## config.mk

```make
export PLATFORM = sky130hd
export DESIGN_NAME = sha256_id_issuer
export DESIGN_NICKNAME = d
export VERILOG_FILES = /design/src/rtl/sha256_pkg.sv /design/src/rtl/sha256_block_out_reg.sv /design/src/rtl/sha256_id_issuer.sv
export SDC_FILE = /design/constraint.sdc
export NUM_CORES = 1
export LEC_CHECK = 0
export ABC_CLOCK_PERIOD_IN_PS = 23800
export CAP_MARGIN = 40
export CORE_AREA = 5 5 410 412
export DETAILED_ROUTE_END_ITERATION = 8
export DIE_AREA = 0 0 415 417
export SLEW_MARGIN = 20
export SYNTH_ARGS = -nofsm -noshare
export SYNTH_HDL_FRONTEND = slang
export SYNTH_SLANG_ARGS = --single-unit
```

## constraint.sdc

```tcl
create_clock -name clk -period 23.8 [get_ports clk]
set_clock_uncertainty 0.05 [all_clocks]
set_input_delay 4.76 -clock clk [delete_from_list [all_inputs] [get_ports clk]]
set_output_delay 4.76 -clock clk [all_outputs]
set_load 0.03 [all_outputs]
```

## src/rtl/sha256_pkg.sv

```systemverilog
// ============================================================================
// Module  : sha256_pkg
// Purpose : Shared widths, FSM state type and block record for the SHA-256
//           front-end issuer.
// Revision: 1.0 - initial release
// ============================================================================
`default_nettype none

package sha256_pkg;

   localparam int SHA_ID_W    = 6;
   localparam int SHA_BLOCK_W = 512;
   localparam int SHA_CNT_W   = 7;
   localparam int SHA_BATCH_W = 10;

   typedef enum logic [1:0] {
      IDLE    = 2'd0,
      ID_PUSH = 2'd1,
      STREAM  = 2'd2
   } issuer_state_t;

   typedef struct packed {
      logic [SHA_BLOCK_W-1:0] data;
      logic [SHA_ID_W-1:0]    id;
      logic                   last;
   } sha_blk_t;

   // IDs are a plain modulo-64 sequence; live IDs never collide because the
   // credit limit stays below the ID space.
   function automatic logic [SHA_ID_W-1:0] sha_id_inc(input logic [SHA_ID_W-1:0] id);
      return id + SHA_ID_W'(1);
   endfunction

endpackage

`default_nettype wire

```

## src/rtl/sha256_block_out_reg.sv

```systemverilog
// ============================================================================
// Module  : sha256_block_out_reg
// Purpose : Single-entry valid/ready output register holding {data,id,last};
//           sustains one block per cycle when the consumer is always ready.
// Revision: 1.0 - initial release
// ============================================================================
`default_nettype none

module sha256_block_out_reg
   import sha256_pkg::*;
(
   input  logic     clk,
   input  logic     rst,
   input  logic     sync_rst,
   input  logic     in_valid_i,
   output logic     in_ready_o,
   input  sha_blk_t in_blk_i,
   output logic     out_valid_o,
   input  logic     out_ready_i,
   output sha_blk_t out_blk_o
);

   logic     valid_q;
   sha_blk_t blk_q;

   // A new block may enter when the slot is empty or is being emptied now.
   assign in_ready_o  = !valid_q || out_ready_i;
   assign out_valid_o = valid_q;
   assign out_blk_o   = blk_q;

   always_ff @(posedge clk or posedge rst) begin
      if (rst) begin
         valid_q <= 1'b0;
         blk_q   <= '0;
      end else if (sync_rst) begin
         valid_q <= 1'b0;
         blk_q   <= '0;
      end else if (in_valid_i && in_ready_o) begin
         valid_q <= 1'b1;
         blk_q   <= in_blk_i;
      end else if (out_ready_i) begin
         valid_q <= 1'b0;
      end
   end

endmodule

`default_nettype wire

```

## src/rtl/sha256_id_issuer.sv

```systemverilog
// ============================================================================
// Module  : sha256_id_issuer
// Purpose : Tags each message packet with a 6-bit ID, pushes the ID to the
//           validator, then streams the packet blocks to the hash engine
//           under a credit limit replenished by hash retirement.
// Revision: 1.0 - initial release
// ============================================================================
`default_nettype none

module sha256_id_issuer
   import sha256_pkg::*;
#(
   parameter int MAX_OUTSTANDING = 16,
   parameter int BATCH_LEN       = 4
)(
   input  logic                   clk,
   input  logic                   rst,
   input  logic                   en,
   input  logic                   sync_rst,
   input  logic [SHA_BLOCK_W-1:0] data_in,
   input  logic                   data_in_last,
   input  logic                   data_in_valid,
   output logic                   data_in_ready,
   output logic [SHA_BLOCK_W-1:0] data_out,
   output logic [SHA_ID_W-1:0]    data_out_id,
   output logic                   data_out_last,
   output logic                   data_out_valid,
   input  logic                   data_out_ready,
   output logic [SHA_ID_W-1:0]    id_out,
   output logic                   id_out_last,
   output logic                   id_out_valid,
   input  logic                   id_out_ready,
   input  logic                   hash_done,
   output logic [SHA_CNT_W-1:0]   status_outstanding,
   output logic                   status_err
);

   localparam logic [SHA_CNT_W-1:0]   MAX_CNT    = SHA_CNT_W'(MAX_OUTSTANDING);
   localparam logic [SHA_BATCH_W-1:0] BATCH_LAST = SHA_BATCH_W'(BATCH_LEN - 1);

   issuer_state_t         state_q;
   logic [SHA_ID_W-1:0]   id_next_q;
   logic [SHA_ID_W-1:0]   cur_id_q;
   logic [SHA_BATCH_W-1:0] batch_q;
   logic                  id_valid_q;
   logic [SHA_ID_W-1:0]   id_q;
   logic                  id_last_q;
   logic [SHA_CNT_W-1:0]  outstanding_q;
   logic [SHA_CNT_W-1:0]  outstanding_d;
   logic                  err_q;
   logic                  err_d;

   logic     id_hs;
   logic     retire;
   logic     blk_in_valid;
   logic     blk_in_ready;
   logic     blk_load;
   sha_blk_t blk_in;
   sha_blk_t blk_out;

   assign id_hs         = id_valid_q && id_out_ready;
   assign retire        = hash_done && (outstanding_q != '0);
   assign blk_in_valid  = (state_q == STREAM) && data_in_valid;
   assign data_in_ready = (state_q == STREAM) && blk_in_ready;
   assign blk_load      = data_in_valid && data_in_ready;
   assign blk_in        = {data_in, cur_id_q, data_in_last};

   sha256_block_out_reg u_out_reg (
      .clk         (clk),
      .rst         (rst),
      .sync_rst    (sync_rst),
      .in_valid_i  (blk_in_valid),
      .in_ready_o  (blk_in_ready),
      .in_blk_i    (blk_in),
      .out_valid_o (data_out_valid),
      .out_ready_i (data_out_ready),
      .out_blk_o   (blk_out)
   );

   assign data_out      = blk_out.data;
   assign data_out_id   = blk_out.id;
   assign data_out_last = blk_out.last;

   always_ff @(posedge clk or posedge rst) begin
      if (rst) begin
         state_q    <= IDLE;
         id_next_q  <= '0;
         cur_id_q   <= '0;
         batch_q    <= '0;
         id_valid_q <= 1'b0;
         id_q       <= '0;
         id_last_q  <= 1'b0;
      end else if (sync_rst) begin
         state_q    <= IDLE;
         id_next_q  <= '0;
         cur_id_q   <= '0;
         batch_q    <= '0;
         id_valid_q <= 1'b0;
         id_q       <= '0;
         id_last_q  <= 1'b0;
      end else begin
         unique case (state_q)
            IDLE: begin
               // Credit exhaustion simply stalls here; the block stays upstream.
               if (en && data_in_valid && (outstanding_q < MAX_CNT)) begin
                  cur_id_q   <= id_next_q;
                  id_q       <= id_next_q;
                  id_valid_q <= 1'b1;
                  id_last_q  <= (batch_q == BATCH_LAST);
                  state_q    <= ID_PUSH;
               end
            end
            ID_PUSH: begin
               if (id_out_ready) begin
                  id_valid_q <= 1'b0;
                  id_last_q  <= 1'b0;
                  batch_q    <= (batch_q == BATCH_LAST) ? '0 : batch_q + SHA_BATCH_W'(1);
                  state_q    <= STREAM;
               end
            end
            STREAM: begin
               if (blk_load && data_in_last) begin
                  id_next_q <= sha_id_inc(cur_id_q);
                  state_q   <= IDLE;
               end
            end
            default: state_q <= IDLE;
         endcase
      end
   end

   // A retirement with nothing in flight is dropped and flagged.
   always_comb begin
      outstanding_d = outstanding_q;
      err_d         = err_q;
      if (hash_done && (outstanding_q == '0)) begin
         err_d = 1'b1;
      end
      if (id_hs && !retire) begin
         outstanding_d = outstanding_q + SHA_CNT_W'(1);
      end else if (!id_hs && retire) begin
         outstanding_d = outstanding_q - SHA_CNT_W'(1);
      end
   end

   always_ff @(posedge clk or posedge rst) begin
      if (rst) begin
         outstanding_q <= '0;
         err_q         <= 1'b0;
      end else if (sync_rst) begin
         outstanding_q <= '0;
         err_q         <= 1'b0;
      end else begin
         outstanding_q <= outstanding_d;
         err_q         <= err_d;
      end
   end

   assign id_out             = id_q;
   assign id_out_last        = id_last_q;
   assign id_out_valid       = id_valid_q;
   assign status_outstanding = outstanding_q;
   assign status_err         = err_q;

endmodule

`default_nettype wire

```

==> metrics.md <==
| Metric | Value |
|---|---|
| Worst setup EP type | output pin |
| Register area | 13900 sq um |
| FF-to-FF path depth | 10 |
| Initial Utilization | 13.5% |
| Hold WC Path Type | flop to flop |
| R2R Setup Slk | 19.70 ns |
| Commonest cells post-synth | nand2_1 (1054), dfrtp_1 (554), a21oi_1 (538), clkbuf_1 (124), buf_2 (49) |
| Remaining global-route overflow | 0 |
| Root buf cell | clkbuf_16 |
| Area Overhead vs Synth | 69.9% |
| Asr flop ratio synth | 100% |
| CTS H-tree depth | 3 |
| CP Capture Point | data_in_ready |
| TritonCTS Buffers | 71 |
| CTS sink count | 554 |
| Final setup TNS | 0 ns |
| Top-count cell post-synth | nand2_1 |
| Initial DRC count | 1641 |
| CTS clk-pin slew, worst paths | 0.05 ns |
| Fin util | 22.9% |
| Final Hold Viols | 0 |
| Die width | 415 microns |
| WL/cell | 21.8 microns |
| Crit path kind | input port to output pin |
| Multi-input gate area | 7550 sq um |
| RSZ-0062 raised after global routing | false |
| Routed Antenna Nets | 0 |
| Cell row count | 149 |
| Max Fanout on Critical Path | 5 |
| Antenna violations before repair | 49 |
| # resized after CTS | 0 |
| Critical Path Start Type | input port |
| Leak pwr | 0.0144 uW |
| Vias | 21.6k |
| F_max | 0.0899 GHz |
| EDFF count, synth | 0 |
| Crit path launch | data_out_ready |
| Status | finished clean |
| Placed cells | 5550 |
| Max-slew violations | 0 |
| CP arrival | 6.32 ns |
| Die H | 417 microns |
| Fin cells | 5698 |
| Reg2Reg Capture Point | u_out_reg.out_blk_o[448]$_DFFE_PP0P_ |
| CP required | 18.99 ns |
| Unique masters post-synth | 49 |
| Drt total wl | 124 mm |
| Tot GR Track Use | 13.6% |
| Final setup viols | 0 |
| Hold buffers post-CTS | 0 |
| Drt drc | 0 |
| Hold_ws | 0.452 ns |
| Hold Crit Depth | 2 |
| Via density | 3.79 |
| Max Root-Sink Buffers | 3 |
| MaxCap Viol Count | 0 |
| Worst Tran Pin Value | 1.10 ns |
| Synth Net Count | 2989 |
| Yosys warning count | 0 |
| PwrDens | 65.6 nW/um^2 |
| Gate Count Post-Synth | 2459 |
| Yosys top cell by area | dfrtp_1 |
| Core ar. | 164000 sq um |
| Slew Limit Headroom | 26.7% |
| Seq/Total Area, Yosys | 62.5% |
| Pin count of the biggest net entering global routing | 217 |
| Commonest register cell after synthesis | dfrtp_1 |
| Layout cells sized above 1 | 4.30% |
| Crit Reg-Reg Startpoint | state_q[0]$_DFFE_PP0P_ |
| First-pass DRT Iterations | 8 |
| IR drop worst, VDD | 0.0473 mV |
| Vias in the first global route | 21.3k |
| Syn avg cell area | 9.01 sq um |
| FF+latch count, synth | 554 |
| Crit share post-route | 46.7% |
| TritonCTS clock tree | done |
| Final Wtd Congestion | 1.00 |
| Filler cells | 17.9k |
| Post-CTS setup buffer count | 0 |
| First-pass GRT wire length | 168 mm |
| Dpl hpwl | 95.3 mm |
| Die footprint | 173000 sq um |
| Clock Latency Late Sink | 0.65 ns |
| Area share of the largest cell type after synthesis | 62.5% |
| Nets@finish | 3970 |
| Top cells by area, synth | dfrtp_1 (63%), nand2_1 (18%), a21oi_1 (12%), clkbuf_1 (2.1%), buf_2 (1.1%) |
| Final Critical Period | 11.13 ns |
| Synth Cell Area | 22200 sq um |
| Num ports | 1058 |
| PortBufs | 1057 |
==> flip-flops by register name, indices dropped and copies added (netlist names) <==
register	flops
batch_q	10
id_next_q	6
id_out	6
id_out_last	1
id_out_valid	1
state_q	2
status_err	1
status_outstanding	7
u_out_reg.out_blk_o	519
u_out_reg.out_valid_o	1
==> worst max-delay path, cell delays in order <==
cell and delay [ns]:
clkdlybuf4s50_1 0.45, nand2b_1 0.24, nand2_1 0.09, nor2_1 0.10, clkdlybuf4s50_1 0.68
==> cell usage in the layout, fill, tap and decap left out, types with 3 or more instances in the layout <==
cell,n
clkdlybuf4s50_1,1056
nand2_1,1054
dfrtp_1,554
a21oi_1,538
clkbuf_16,72
nor2_1,28
clkbuf_1,18
diode_2,17
buf_4,15
clkinv_2,11
buf_16,11
ha_1,8
clkbuf_8,8
mux2i_1,7
a211oi_1,6
o21ai_0,6
buf_12,6
nand3_1,5
xor2_1,5
nor2b_1,4
inv_1,4
nor3_1,4
nand4_1,4
and3_1,4
and2_1,3
nand3b_1,3
xnor2_1,3
o21ai_1,3
clkinv_16,3
clkinvlp_4,3
clkinv_4,3
inv_6,3
==> final cells by class <==
cell class | instances | share of cell area (%)
well taps | 2189 | 7.28
clock inverters | 27 | 0.851
repair buffers | 1089 | 29.5
flip-flops and latches | 554 | 36.8
multi-input cells | 1719 | 20.1
clock buffers | 98 | 5.26
diodes | 17 | 0.113
inverters | 5 | 0.0698
==> metrics by stage <==
step,cell area (sq um),setup slack [ns],power [uW]
global placement,35000,12.64,1390
detailed placement,35100,12.68,1400
CTS,37400,12.68,2520
finish,37600,12.67,2470
global route,37600,12.61,2580
floorplan,22200,3.50,1190
==> cell families after synthesis <==
| kind of cell | share of synthesized area (%) |
|---|---|
| AOI/OAI and AO/OA | 13.0 |
| buffers and inverters | 3.44 |
| and+or+nand+nor | 19.7 |
| xor gates and xnor gates | 0.390 |
| muxes | 0.367 |
| DFF | 62.5 |
| adders and majority gates | 0.542 |
==> per-layer routing <==
layer / vias to the layer above / part of all wire, % / global-route usage [%]
li1: 9950 / - / -
met1: 10500 / 39 / 15.9
met2: 947 / 44 / 20.0
met3: 219 / 12 / 7.41
met4: 12 / 4.0 / 6.58
met5: - / 0.20 / 0.806
==> worst min-delay path by stage <==
stage                             start                        to  slack, ns
6_report         status_err$_DFFE_PP0P_    status_err$_DFFE_PP0P_       0.45
5_1_grt          status_err$_DFFE_PP0P_    status_err$_DFFE_PP0P_       0.48
4_1_cts          status_err$_DFFE_PP0P_    status_err$_DFFE_PP0P_       0.46
3_5_place_dp     status_err$_DFFE_PP0P_    status_err$_DFFE_PP0P_       0.45
3_3_place_gp     status_err$_DFFE_PP0P_    status_err$_DFFE_PP0P_       0.43
2_1_floorplan  id_next_q[0]$_DFFE_PP0P_  id_next_q[0]$_DFFE_PP0P_       0.43
==> where the power goes <==
group | internal, uW | total (uW) | switching, uW
clock network | 613 | 1090 | 475
logic | 175 | 387 | 213
registers | 969 | 993 | 23.7
total | 1760 | 2470 | 712
No activity file was read; power rests on OpenSTA's default activity.
